`config.mk`:
```
export PLATFORM = sky130hd
export DESIGN_NAME = cnt_cmd_sequencer
export DESIGN_NICKNAME = d
export VERILOG_FILES = /design/src/rtl/cnt_cmd_sequencer.sv
export SDC_FILE = /design/constraint.sdc
export NUM_CORES = 1
export LEC_CHECK = 0
export BUFFER_PORTS_ARGS = -buffer_cell sky130_fd_sc_hd__buf_2
export CAP_MARGIN = 20
export CELL_PAD_IN_SITES_DETAIL_PLACEMENT = 0
export CELL_PAD_IN_SITES_GLOBAL_PLACEMENT = 1
export CORE_MARGIN = 2
export CORE_UTILIZATION = 41
export CTS_CLUSTER_SIZE = 20
export DETAILED_ROUTE_END_ITERATION = 10
export GPL_TIMING_DRIVEN = 0
export PLACE_DENSITY = 0.88
export SETUP_SLACK_MARGIN = 0.2
export SLEW_MARGIN = 20
export SYNTH_ARGS = -nofsm -noshare
export SYNTH_HDL_FRONTEND = slang
export SYNTH_SLANG_ARGS = --single-unit
```
`constraint.sdc`:
```
create_clock -name clk -period 4.1 [get_ports clk]
set_clock_uncertainty 0.15 [all_clocks]
set_input_delay 0.205 -clock clk [delete_from_list [all_inputs] [get_ports clk]]
set_output_delay 0.205 -clock clk [all_outputs]
set_load 0.03 [all_outputs]
```
`src/rtl/cnt_cmd_sequencer.sv`:
```
// rtl/cnt_cmd_sequencer.sv - command sequencer driving a 16-bit up/down counter; optional shadow checker under CNT_SEQ_CHECK_EN
module cnt_cmd_sequencer #(
    parameter int WIDTH  = 16,
    parameter int STEP_W = 16
) (
    input  logic             clk,
    input  logic             rst,
    input  logic             cmd_valid,
    output logic             cmd_ready,
    input  logic [1:0]       cmd_op,
    input  logic [WIDTH-1:0] cmd_arg,
    output logic             ld_cnt,
    output logic             updn_cnt,
    output logic             count_enb,
    output logic [WIDTH-1:0] data_in,
    input  logic [WIDTH-1:0] data_out,
    output logic             busy,
    output logic             done,
    output logic             err
);

    localparam logic [1:0] OP_LOAD = 2'b00;
    localparam logic [1:0] OP_UP   = 2'b01;
    localparam logic [1:0] OP_HOLD = 2'b11;

    typedef enum logic [1:0] {
        S_IDLE,
        S_LOAD,
        S_RUN,
        S_HOLD
    } state_e;

    state_e            state_q;
    logic [STEP_W-1:0] remaining_q;
    logic              cmd_ready_q;
    logic              ld_cnt_q;
    logic              updn_cnt_q;
    logic              count_enb_q;
    logic [WIDTH-1:0]  data_in_q;
    logic              busy_q;
    logic              done_q;

    logic [STEP_W-1:0] step_d;
    logic              last_d;

    assign step_d = cmd_arg[STEP_W-1:0];
    // LOAD is always a single cycle; RUN/HOLD end when the count reaches 1.
    assign last_d = (state_q == S_LOAD) || (remaining_q == STEP_W'(1));

    always_ff @(posedge clk) begin
        if (rst) begin
            state_q     <= S_IDLE;
            remaining_q <= '0;
            cmd_ready_q <= 1'b1;
            ld_cnt_q    <= 1'b1;
            updn_cnt_q  <= 1'b1;
            count_enb_q <= 1'b0;
            data_in_q   <= '0;
            busy_q      <= 1'b0;
            done_q      <= 1'b0;
        end else begin
            done_q <= 1'b0;
            if (state_q == S_IDLE) begin
                if (cmd_valid && cmd_ready_q) begin
                    if (cmd_op == OP_LOAD) begin
                        state_q     <= S_LOAD;
                        ld_cnt_q    <= 1'b0;
                        data_in_q   <= cmd_arg;
                        busy_q      <= 1'b1;
                        cmd_ready_q <= 1'b0;
                    end else if (step_d == '0) begin
                        done_q <= 1'b1;
                    end else begin
                        remaining_q <= step_d;
                        busy_q      <= 1'b1;
                        cmd_ready_q <= 1'b0;
                        if (cmd_op == OP_HOLD) begin
                            state_q <= S_HOLD;
                        end else begin
                            state_q     <= S_RUN;
                            count_enb_q <= 1'b1;
                            updn_cnt_q  <= (cmd_op == OP_UP);
                        end
                    end
                end
            end else if (last_d) begin
                state_q     <= S_IDLE;
                remaining_q <= '0;
                ld_cnt_q    <= 1'b1;
                count_enb_q <= 1'b0;
                data_in_q   <= '0;
                busy_q      <= 1'b0;
                cmd_ready_q <= 1'b1;
                done_q      <= 1'b1;
            end else begin
                remaining_q <= remaining_q - STEP_W'(1);
            end
        end
    end

    assign cmd_ready = cmd_ready_q;
    assign ld_cnt    = ld_cnt_q;
    assign updn_cnt  = updn_cnt_q;
    assign count_enb = count_enb_q;
    assign data_in   = data_in_q;
    assign busy      = busy_q;
    assign done      = done_q;

`ifdef CNT_SEQ_CHECK_EN
    logic [WIDTH-1:0] exp_q;
    logic             exp_vld_q;
    logic             chk_q;
    logic             err_q;

    // The counter reflects a LOAD/RUN cycle one edge later, so compare in the following cycle.
    always_ff @(posedge clk) begin
        if (rst) begin
            exp_q     <= '0;
            exp_vld_q <= 1'b0;
            chk_q     <= 1'b0;
            err_q     <= 1'b0;
        end else begin
            chk_q <= (state_q == S_LOAD) || (state_q == S_RUN);
            if (state_q == S_LOAD) begin
                exp_q     <= data_in_q;
                exp_vld_q <= 1'b1;
            end else if (state_q == S_RUN) begin
                exp_q <= updn_cnt_q ? exp_q + WIDTH'(1) : exp_q - WIDTH'(1);
            end
            if (chk_q && exp_vld_q && (data_out != exp_q)) begin
                err_q <= 1'b1;
            end
        end
    end

    assign err = err_q;
`else
    logic unused_data_out;
    assign unused_data_out = ^data_out;
    assign err = 1'b0;
`endif

endmodule

```
==> impl_metrics.tcl, run 1 <==
set metrics [dict create \
    place_area_um2 2560 \
    fmax_ghz 0.436 \
    fp.dieW_um 78.2 \
    ant_nets 0 \
    required_ns 4.11 \
    vias_per_cell 5.76 \
    p_int_uw 704 \
    post-layout-total-power_uw 1160 \
    report.final.setup_viol 0 \
    wl_per_cell_um 16.9 \
    via_count 2246 \
    rsz0062_at_grt "no" \
    first_global_vias 2091 \
    grt_pass1_wl_um 10700 \
    sequentialPowerShare 0.411 \
    drc 0 \
    timing.hold.ws_ns 0.0460 \
    yosys_most_used_dff "dfxtp_1" \
    endpoint_kind "flip-flop" \
    cts_tree "yes" \
    synth_cell_types 57 \
    p_comb_frac 0.368 \
    p_sw_uw 457 \
    startpoint_type "flip-flop" \
    crit_fanout 10 \
    drt_wl_total_um 6610 \
    async_flop_share 0 \
    synthTopCellsByArea "dfxtp_1, a21oi_1, o21ai_0" \
    clock_sinks 40 \
    clock_path_buffers 2 \
    yosys_warnings 0 \
    synth.cell_area_um2 2260 \
    ys_seq_area_frac 0.355 \
    gp_congestion 0.934 \
    cts_max_level 2 \
    fin_area_um2 2640 \
    diodes 0 \
    drt_iter0_drc 274 \
    hold_path_class "input pin to flip-flop" \
    antenna_found_initial 0 \
    drive_gt1_frac 0.223 \
    slew_violations 0 \
    ys_ff_latch 40 \
    syn_avg_cell_area_um2 8.39 \
    synth.most_common_cell "dfxtp_1" \
    clk_pin_slew_ns 0.08 \
    initial_core_util 0.417 \
    tightestPinTransition_ns 0.701 \
    leakagePower_uw 0.00106 \
    cts_root_buf "clkbuf_8" \
    io_pins 60 \
    portBuffers 42 \
    overflow 0 \
    clkLatencyLatePin_ns 0.30 \
    pwr_density_cell_nw_per_um2 440 \
    outcome "finished clean" \
    row_count 27 \
    die_h_um 78.2 \
    maxSlewHeadroom 0.529 \
    critPathKind "flip-flop to flip-flop" \
    hold_viol_final 0 \
    setup_tns_ns 0 \
    yosysTopAreaCell "dfxtp_1" \
    numCtsBuffers 5 \
    switching_share 0.394 \
    core_region_area_um2 5410 \
    fillCellCount 549 \
    cts_setup_buffers 0 \
    fin_nets 360 \
    area_delta_synth_final_pct 16.9 \
    dieArea_um2 6110 \
    vdd_drop_max_v 0.000181 \
    cts.hold.buffers_added 0 \
    synth_common_cells "dfxtp_1, a21oi_1, nor2_1, o21ai_0, nand3_1" \
    dp_hpwl_um 4890 \
    cp.arrival_ns 2.30 \
    pwr-share-clk 0.222 \
    cts_resized 0 \
    grt_max_degree 13 \
    min_period_ns 2.29 \
    dr.pass1.iters 7 \
    syn_nets 311 \
    period_share 0.559 \
    grt_usage 0.224 \
    synth_top_area_share 0.355 \
    utilization 0.488 \
    synth_cells 269 \
    synth-edff-count 0 \
    cap_viol_max_count 0 \
]
==> final cells by class <==
class | instances | area, µm² | area share
clock inverters | 2 | 12.5 | 0.00474
repair buffers | 42 | 210 | 0.0797
well taps | 72 | 90.1 | 0.0342
plain buffers | 16 | 129 | 0.0489
inverters | 11 | 41.3 | 0.0157
multi-input cells | 202 | 1280 | 0.487
flip-flops and latches | 40 | 801 | 0.304
clock buffers | 5 | 68.8 | 0.0261
==> sequential cells by signal, summed over array words and instances (netlist names) <==
name,cells
cmd_ready,1
data_in,16
updn_cnt,1
done,1
count_enb,1
state_q,2
busy,1
remaining_q,16
ld_cnt,1
==> per-layer routing <==
metal	routed length [µm]	global-route usage
met5	0	0
met4	106	0.0684
met3	469	0.0529
met2	3090	0.354
met1	2950	0.304
==> cells by family (layout without fill, tap and decap cells) <==
| logic type | count (synthesis) | in the layout | synth area share |
|---|---|---|---|
| buffers and inverters | 27 | 76 | 0.0754 |
| other | 1 | 1 | 0.00166 |
| AND/OR/NAND/NOR | 102 | 102 | 0.263 |
| adder cells (fa/ha/maj) | 5 | 5 | 0.0277 |
| flip-flops | 40 | 40 | 0.355 |
| multiplexers | 8 | 8 | 0.0355 |
| AO/OA/AOI/OAI | 86 | 86 | 0.242 |
==> power by group through the flow <==
stage / logic, µW / clock network, µW / registers [µW]
floorplan: 269 / 0 / 519
global placement: 418 / 0 / 483
detailed placement: 422 / 0 / 484
CTS: 423 / 261 / 475
global route: 469 / 282 / 483
finish: 427 / 257 / 477
==> cell usage in the layout, fill, tap and decap left out, types with 3 or more instances in the layout <==
master,netlist,final
dfxtp_1,40,40
a31oi_1,3,3
clkbuf_1,5,5
nor4_1,8,8
a21oi_1,28,28
o21ai_0,20,20
nand3_1,15,15
o21ai_1,3,3
ha_1,5,5
nor2_1,20,20
nor3_1,6,6
nand2b_1,10,10
mux2i_1,8,8
clkbuf_8,2,7
nand2_1,14,14
inv_1,11,11
buf_2,2,44
or3_1,4,4
and2_1,8,8
o32ai_1,7,7
o22ai_1,3,3
==> critical path: stages, from the launching register on <==
cell     delay (ns)
dfxtp_1        0.45
ha_1           0.22
nor4b_4        0.29
nand4_2        0.24
and2_1         0.23
buf_2          0.17
buf_6          0.16
a21oi_1        0.14
o32ai_1        0.10
==> final timing paths <==
kind             startpoint              to  slack, ns  cells after the start
max reg2reg  remaining_q[0]  remaining_q[8]       1.81                      8
min reg2reg          ld_cnt          ld_cnt       0.32                      2
max          remaining_q[0]  remaining_q[8]       1.81                      8
min              cmd_arg[1]      data_in[1]       0.05                      3
==> metrics by stage <==
step                      instances  worst slack (ns)
final                           390              1.81
after global routing            390              1.49
after CTS                       390              1.83
after detailed placement        383              1.74
after global placement          383              1.71
after floorplan                 269              2.15
(Power assumes the default switching activity.)
==> inputs of run 2 (changes only) <==
--- a/config.mk
+++ b/config.mk
@@ -5,16 +5,17 @@
 export SDC_FILE = /design/constraint.sdc
 export NUM_CORES = 1
 export LEC_CHECK = 0
+export ABC_AREA = 1
 export BUFFER_PORTS_ARGS = -buffer_cell sky130_fd_sc_hd__buf_2
 export CAP_MARGIN = 20
 export CELL_PAD_IN_SITES_DETAIL_PLACEMENT = 0
 export CELL_PAD_IN_SITES_GLOBAL_PLACEMENT = 1
 export CORE_MARGIN = 2
-export CORE_UTILIZATION = 41
+export CORE_UTILIZATION = 36
 export CTS_CLUSTER_SIZE = 20
 export DETAILED_ROUTE_END_ITERATION = 10
 export GPL_TIMING_DRIVEN = 0
-export PLACE_DENSITY = 0.88
+export PLACE_DENSITY = 0.83
 export SETUP_SLACK_MARGIN = 0.2
 export SLEW_MARGIN = 20
 export SYNTH_ARGS = -nofsm -noshare
==> constraint.sdc (replaced) <==
create_clock -name clk -period 2.14 [get_ports clk]
set_clock_uncertainty 0.15 [all_clocks]
set_input_delay 0.107 -clock clk [delete_from_list [all_inputs] [get_ports clk]]
set_output_delay 0.107 -clock clk [all_outputs]
set_load 0.03 [all_outputs]
==> run 2 against run 1 <==
Compared with the run above:
- non-clock buffer count grew 12
- global-route usage is 3.7 points lower
- critical path depth grew 4
- setup slack got worse by 1.5 ns
- critical path type is now input pin to flip-flop
- highest routed layer unchanged
==> impl_metrics.tcl, run 2 <==
set metrics [dict create \
    ant_nets 0 \
    setup_tns_ns 0 \
    critPathKind "input pin to flip-flop" \
    vias_per_cell 4.96 \
    hold_path_class "input pin to flip-flop" \
    fillCellCount 644 \
    utilization 0.477 \
    initial_core_util 0.378 \
    synth.most_common_cell "nand2_1" \
    vdd_drop_max_v 0.000529 \
    first_global_vias 2198 \
    hold_viol_final 0 \
    outcome "finished clean" \
    p_comb_frac 0.399 \
    yosys_warnings 0 \
    use_met1 0.265 \
    synth_top_area_share 0.353 \
    grt_usage 0.188 \
    yosys_most_used_dff "dfxtp_1" \
    io_pins 60 \
    gp_congestion 0.810 \
    fp.dieW_um 83.4 \
    synth_cells 343 \
    report.final.setup_viol 0 \
    ys_seq_area_frac 0.353 \
    dp_hpwl_um 4830 \
    place_area_um2 2570 \
    startpoint_type "input pin" \
    rr_worst_depth 9 \
    fin_area_um2 2860 \
    cts_root_buf "clkbuf_8" \
    pre_cts_ws_ns 0.357 \
    numCtsBuffers 5 \
    switching_share 0.394 \
    die_h_um 83.4 \
    cp_slowest_cell "dlygate4sd3_1" \
    rsz0062_at_grt "no" \
    drive_gt1_frac 0.188 \
    clk_pin_slew_ns 0.08 \
    maxSlewHeadroom 0.662 \
    diodes 0 \
    multi_input_area_um2 1270 \
    cts_max_level 2 \
    p_sw_uw 1120 \
    cp.arrival_ns 1.86 \
    sequentialPowerShare 0.342 \
    wl_per_cell_um 13.4 \
    synth_cell_types 28 \
    dieArea_um2 6950 \
    required_ns 2.18 \
    grt_use_met3 0.0298 \
    min_period_ns 1.81 \
    crit_chain "dlygate4sd3_1 -> buf_2 -> nor2_1 -> nand2_1 -> nor2_2 -> nand2_1 -> nand2_2 -> nand2_1 -> buf_6 -> buf_6 -> o21ai_0 -> nor2_1" \
    syn_nets 385 \
    setup_ws_ns 0.328 \
    async_flop_share 0 \
    area_delta_synth_final_pct 26.0 \
    fmax_ghz 0.552 \
    crit_fanout 10 \
    cts_tree "yes" \
    cpPeakStageDelay_ns 0.52 \
    final_common_cell "nand2_1" \
    grt_max_degree 13 \
    slew_violations 0 \
    leakagePower_uw 0.00136 \
    cap_viol_max_count 0 \
    core_region_area_um2 5990 \
    antenna_found_initial 0 \
    p_int_uw 1730 \
    fin_nets 446 \
    drc 0 \
    portBuffers 41 \
    hp-start "cmd_arg[7]" \
    tightestPinTransition_ns 0.506 \
    dr.pass1.iters 4 \
    timing.rr.end "busy" \
    synth-edff-count 0 \
    via_count 2378 \
    busiest_layer "met2" \
    yosysTopAreaCell "dfxtp_1" \
    cp_common_cell "nand2_1" \
    gr-usage-met2 0.296 \
    clock_sinks 40 \
    drt_wl_total_um 6410 \
    pwr_density_cell_nw_per_um2 999 \
    min_path_cells 5 \
    row_count 28 \
    pwr-share-clk 0.259 \
    layout_common_cells "nand2_1, nor2_1, buf_2" \
    r2r_start "remaining_q[4]" \
    clkLatencyLatePin_ns 0.29 \
    overflow 0 \
    reg2reg_setup_slack_ns 0.37 \
    syn_avg_cell_area_um2 6.61 \
    grt_pass1_wl_um 10600 \
    ys_ff_latch 40 \
    drt_iter0_drc 148 \
    clock_path_buffers 2 \
    synth_common_cells "nand2_1, nor2_1, dfxtp_1" \
    synth.cell_area_um2 2270 \
    period_share 0.847 \
    hold_end "remaining_q[7]" \
    endpoint_kind "flip-flop" \
    seqCellArea_um2 801 \
    synthTopCellsByArea "dfxtp_1, nand2_1, nor2_1" \
]
## run 2: changes by cell type after synthesis, sizes merged, moves of 10 or more
cell	change
inv	+18
nand2	+70
nand2b	-10
nand3	+14
nand4	+11
nor2	+47
nor4	-10
## run 2: cell families (layout without fill, tap and decap cells)
group                      count (synthesis)  count (layout)  share of synthesized area
AOI/OAI and AO/OA                         52              52                      0.129
xor gates and xnor gates                   4               4                     0.0155
adders and majority gates                  5               5                     0.0276
buffers and inverters                     45             106                     0.0999
DFF                                       40              40                      0.353
other                                      1               1                    0.00165
and+or+nand+nor                          196             196                      0.374
## run 2: how the worst max path moves through the flow
stage                     slack (ns)  cells past startpoint           start        endpoint
after floorplan                 0.47                      9       cmd_ready  remaining_q[5]
after global placement          0.35                      9  remaining_q[6]       cmd_ready
after detailed placement        0.36                     11     cmd_arg[10]  remaining_q[4]
after CTS                       0.25                     12      cmd_arg[6]  remaining_q[6]
after global routing            0.19                     12      cmd_arg[2]  remaining_q[6]
final                           0.33                     12      cmd_arg[6]  remaining_q[4]
## run 2: area by class of cell
class	instances	area share
tap	75	0.0329
inverter	29	0.0399
timing repair buffer	54	0.116
buffer	16	0.0429
clock inverter	2	0.0210
clock buffer	5	0.0241
sequential	40	0.280
multi-input combinational	258	0.443
## run 2: critical path: cells and delay by family
kind                   cells  cell delay, ns
AO/OA/AOI/OAI              1            0.15
buffers and inverters      4            0.97
AND/OR/NAND/NOR            7            0.63
## run 2: stage by stage
stage,hold slack [ns],std cells,power (µW)
after floorplan,0.120,343,1800
after CTS,0.00168,477,2840
after global routing,0.0237,479,3060
after global placement,0.271,459,2070
after detailed placement,0.268,459,2080
final,0.00232,479,2850
## run 2: repair_timing
action	4_1_cts	5_1_grt
setup endpoints to repair	0	18
hold endpoints to repair	11	0
buffers inserted	0	2
resized for setup	0	9
hold buffers	11	0
## run 2: per-layer routing
layer,up-vias,share of wire
met4,0,0.010
met3,7,0.045
li1,1236,-
met1,1083,0.51
met2,52,0.43
met5,-,0
## run 2: power by group through the flow
stage / clock (µW) / sequential (µW) / combinational, µW
6_report: 739 / 977 / 1140
5_1_grt: 790 / 996 / 1270
4_1_cts: 753 / 973 / 1120
3_5_place_dp: 0 / 988 / 1100
3_3_place_gp: 0 / 987 / 1090
2_1_floorplan: 0 / 1060 / 733
==> inputs of run 3 (changes only) <==
--- a/config.mk
+++ b/config.mk
@@ -11,11 +11,11 @@
 export CELL_PAD_IN_SITES_DETAIL_PLACEMENT = 0
 export CELL_PAD_IN_SITES_GLOBAL_PLACEMENT = 1
 export CORE_MARGIN = 2
-export CORE_UTILIZATION = 36
+export CORE_UTILIZATION = 33
 export CTS_CLUSTER_SIZE = 20
 export DETAILED_ROUTE_END_ITERATION = 10
 export GPL_TIMING_DRIVEN = 0
-export PLACE_DENSITY = 0.83
+export PLACE_DENSITY = 0.8
 export SETUP_SLACK_MARGIN = 0.2
 export SLEW_MARGIN = 20
 export SYNTH_ARGS = -nofsm -noshare
==> constraint.sdc (replaced) <==
create_clock -name clk -period 1.65 [get_ports clk]
set_clock_uncertainty 0.15 [all_clocks]
set_input_delay 0.0825 -clock clk [delete_from_list [all_inputs] [get_ports clk]]
set_output_delay 0.0825 -clock clk [all_outputs]
set_load 0.03 [all_outputs]
==> run 3 against run 2 <==
Compared with the run above:
- the flow now finishes with violations (negative setup slack)
- sequential share of layout area is 3.6 points lower
- critical path type is now flip-flop to flip-flop
- count of clock-buffer cells in the layout is 1 higher
- core utilization is 2.7 points higher
- first-iteration DRC count is 4.7% lower
- via count is 7.3% higher
- setup slack worse by 0.36 ns
- register-to-register slack worse by 0.40 ns
==> impl_metrics.tcl, run 3 (synthesized netlist as in run 2, its figures left out) <==
set metrics [dict create \
    rr_worst_depth 9 \
    overflow 0 \
    dp_hpwl_um 4830 \
    min_period_ns 1.68 \
    crit_start "remaining_q[0]" \
    hold_path_class "input pin to flip-flop" \
    slew_violations 0 \
    area_delta_synth_final_pct 49.4 \
    setup_ws_ns -0.0313 \
    row_count 30 \
    clock_sinks 40 \
    dieArea_um2 7550 \
    endpoint_kind "flip-flop" \
    antenna_found_initial 0 \
    outcome "finished with violations" \
    numCtsBuffers 5 \
    via_count 2551 \
    report.final.setup_viol 1 \
    drc 0 \
    violations "negative setup slack" \
    core_region_area_um2 6720 \
    grt_max_degree 13 \
    final_common_cell "nand2_1" \
    tightestPinTransition_ns 0.733 \
    vdd_drop_max_v 0.000484 \
    dr.pass1.iters 4 \
    wl_per_cell_um 14.5 \
    hold_viol_final 0 \
    grt_usage 0.187 \
    io_pins 60 \
    critPathKind "flip-flop to flip-flop" \
    place_area_um2 2640 \
    drt_iter0_drc 141 \
    cap_viol_max_count 0 \
    pwr_density_cell_nw_per_um2 1220 \
    die_h_um 86.9 \
    reg2reg_setup_slack_ns -0.03 \
    grt_pass1_wl_um 11100 \
    vias_per_cell 5.03 \
    cp-endpoint "remaining_q[11]" \
    cp.arrival_ns 1.72 \
    dp_cells 464 \
    ant_nets 0 \
    first_global_vias 2318 \
    drt_wl_total_um 7330 \
    startpoint_type "flip-flop" \
    initial_core_util 0.337 \
    clkLatencyLatePin_ns 0.30 \
    fmax_ghz 0.595 \
    drive_gt1_frac 0.382 \
    portBuffers 41 \
    timing.rr.end "remaining_q[11]" \
    gp_congestion 0.840 \
    r2r_start "remaining_q[0]" \
    rsz0062_at_grt "yes" \
    required_ns 1.69 \
    diodes 0 \
    period_share 1.02 \
    maxSlewHeadroom 0.512 \
    leakagePower_uw 0.00155 \
    crit_fanout 10 \
    finalNonFillerCells 507 \
    fin_nets 468 \
    clk_pin_slew_ns 0.09 \
    clock_path_buffers 2 \
    layout_common_cells "nand2_1, nor2_1, buf_2" \
    cts_root_buf "clkbuf_8" \
    cts_tree "yes" \
    fin_area_um2 3390 \
    cts_max_level 2 \
    fp.dieW_um 86.9 \
]
[run 3: worst min-delay path by stage]
stage / from / endpoint / cells past startpoint
2_1_floorplan: cmd_arg[4] / data_in[4] / 2
3_3_place_gp: cmd_arg[6] / data_in[6] / 3
3_5_place_dp: cmd_arg[3] / data_in[3] / 3
4_1_cts: cmd_arg[0] / remaining_q[0] / 5
5_1_grt: cmd_arg[8] / remaining_q[8] / 5
6_report: cmd_arg[13] / data_in[13] / 5
[run 3: power breakdown]
| part | switching (µW) | internal, µW | leakage, µW |
|---|---|---|---|
| clock network | 368 | 334 | 0.0000510 |
| registers | 187 | 1140 | 0.000334 |
| logic | 1190 | 911 | 0.00117 |
| total | 1750 | 2390 | 0.00155 |
[run 3: what timing repair did]
item,4_1_cts,5_1_grt
buffers inserted,15,6
hold buffers,11,0
cloned,1,2
pin swaps,9,12
resized for setup,38,55
endpoints found under the hold margin,14,0
endpoints found under the setup margin,39,40
[run 3: layout make-up]
cell class	count	area [µm²]
fill	656	3330
multi-input combinational	258	1530
sequential	40	827
timing repair buffer	76	562
buffer	16	154
inverter	29	123
tap	80	100
clock buffer	6	82.6
clock inverter	2	10.0
[run 3: through the flow]
| step | setup slack (ns) | setup TNS (ns) | util | total power [µW] | hold slack, ns |
|---|---|---|---|---|---|
| 3_3_place_gp | -0.0356 | -0.248 | 0.392 | 2750 | 0.241 |
| 6_report | -0.0313 | -0.0313 | 0.504 | 4140 | 0.0176 |
| 4_1_cts | 0.0672 | 0 | 0.459 | 3770 | 0.00169 |
| 5_1_grt | -0.100 | -0.498 | 0.504 | 4400 | 0.0108 |
| 3_5_place_dp | -0.0475 | -0.330 | 0.392 | 2760 | 0.243 |
| 2_1_floorplan | 0.186 | 0 | - | 2390 | 0.0959 |
[run 3: layer usage]
layer / GRT usage / vias up / part of all wire
met5: 0 / - / 0
met4: 0.0497 / 0 / 0.013
met3: 0.0379 / 9 / 0.046
met2: 0.294 / 52 / 0.48
met1: 0.260 / 1214 / 0.46
li1: - / 1276 / -
[run 3: critical path: stages (launching register included)]
cell	delay, ns
dfxtp_4	0.39
ha_4	0.15
nand3_2	0.07
nor2_2	0.11
nand2_2	0.11
nand2_8	0.14
buf_8	0.15
nor2_1	0.05
a21oi_1	0.19
nor2_1	0.07
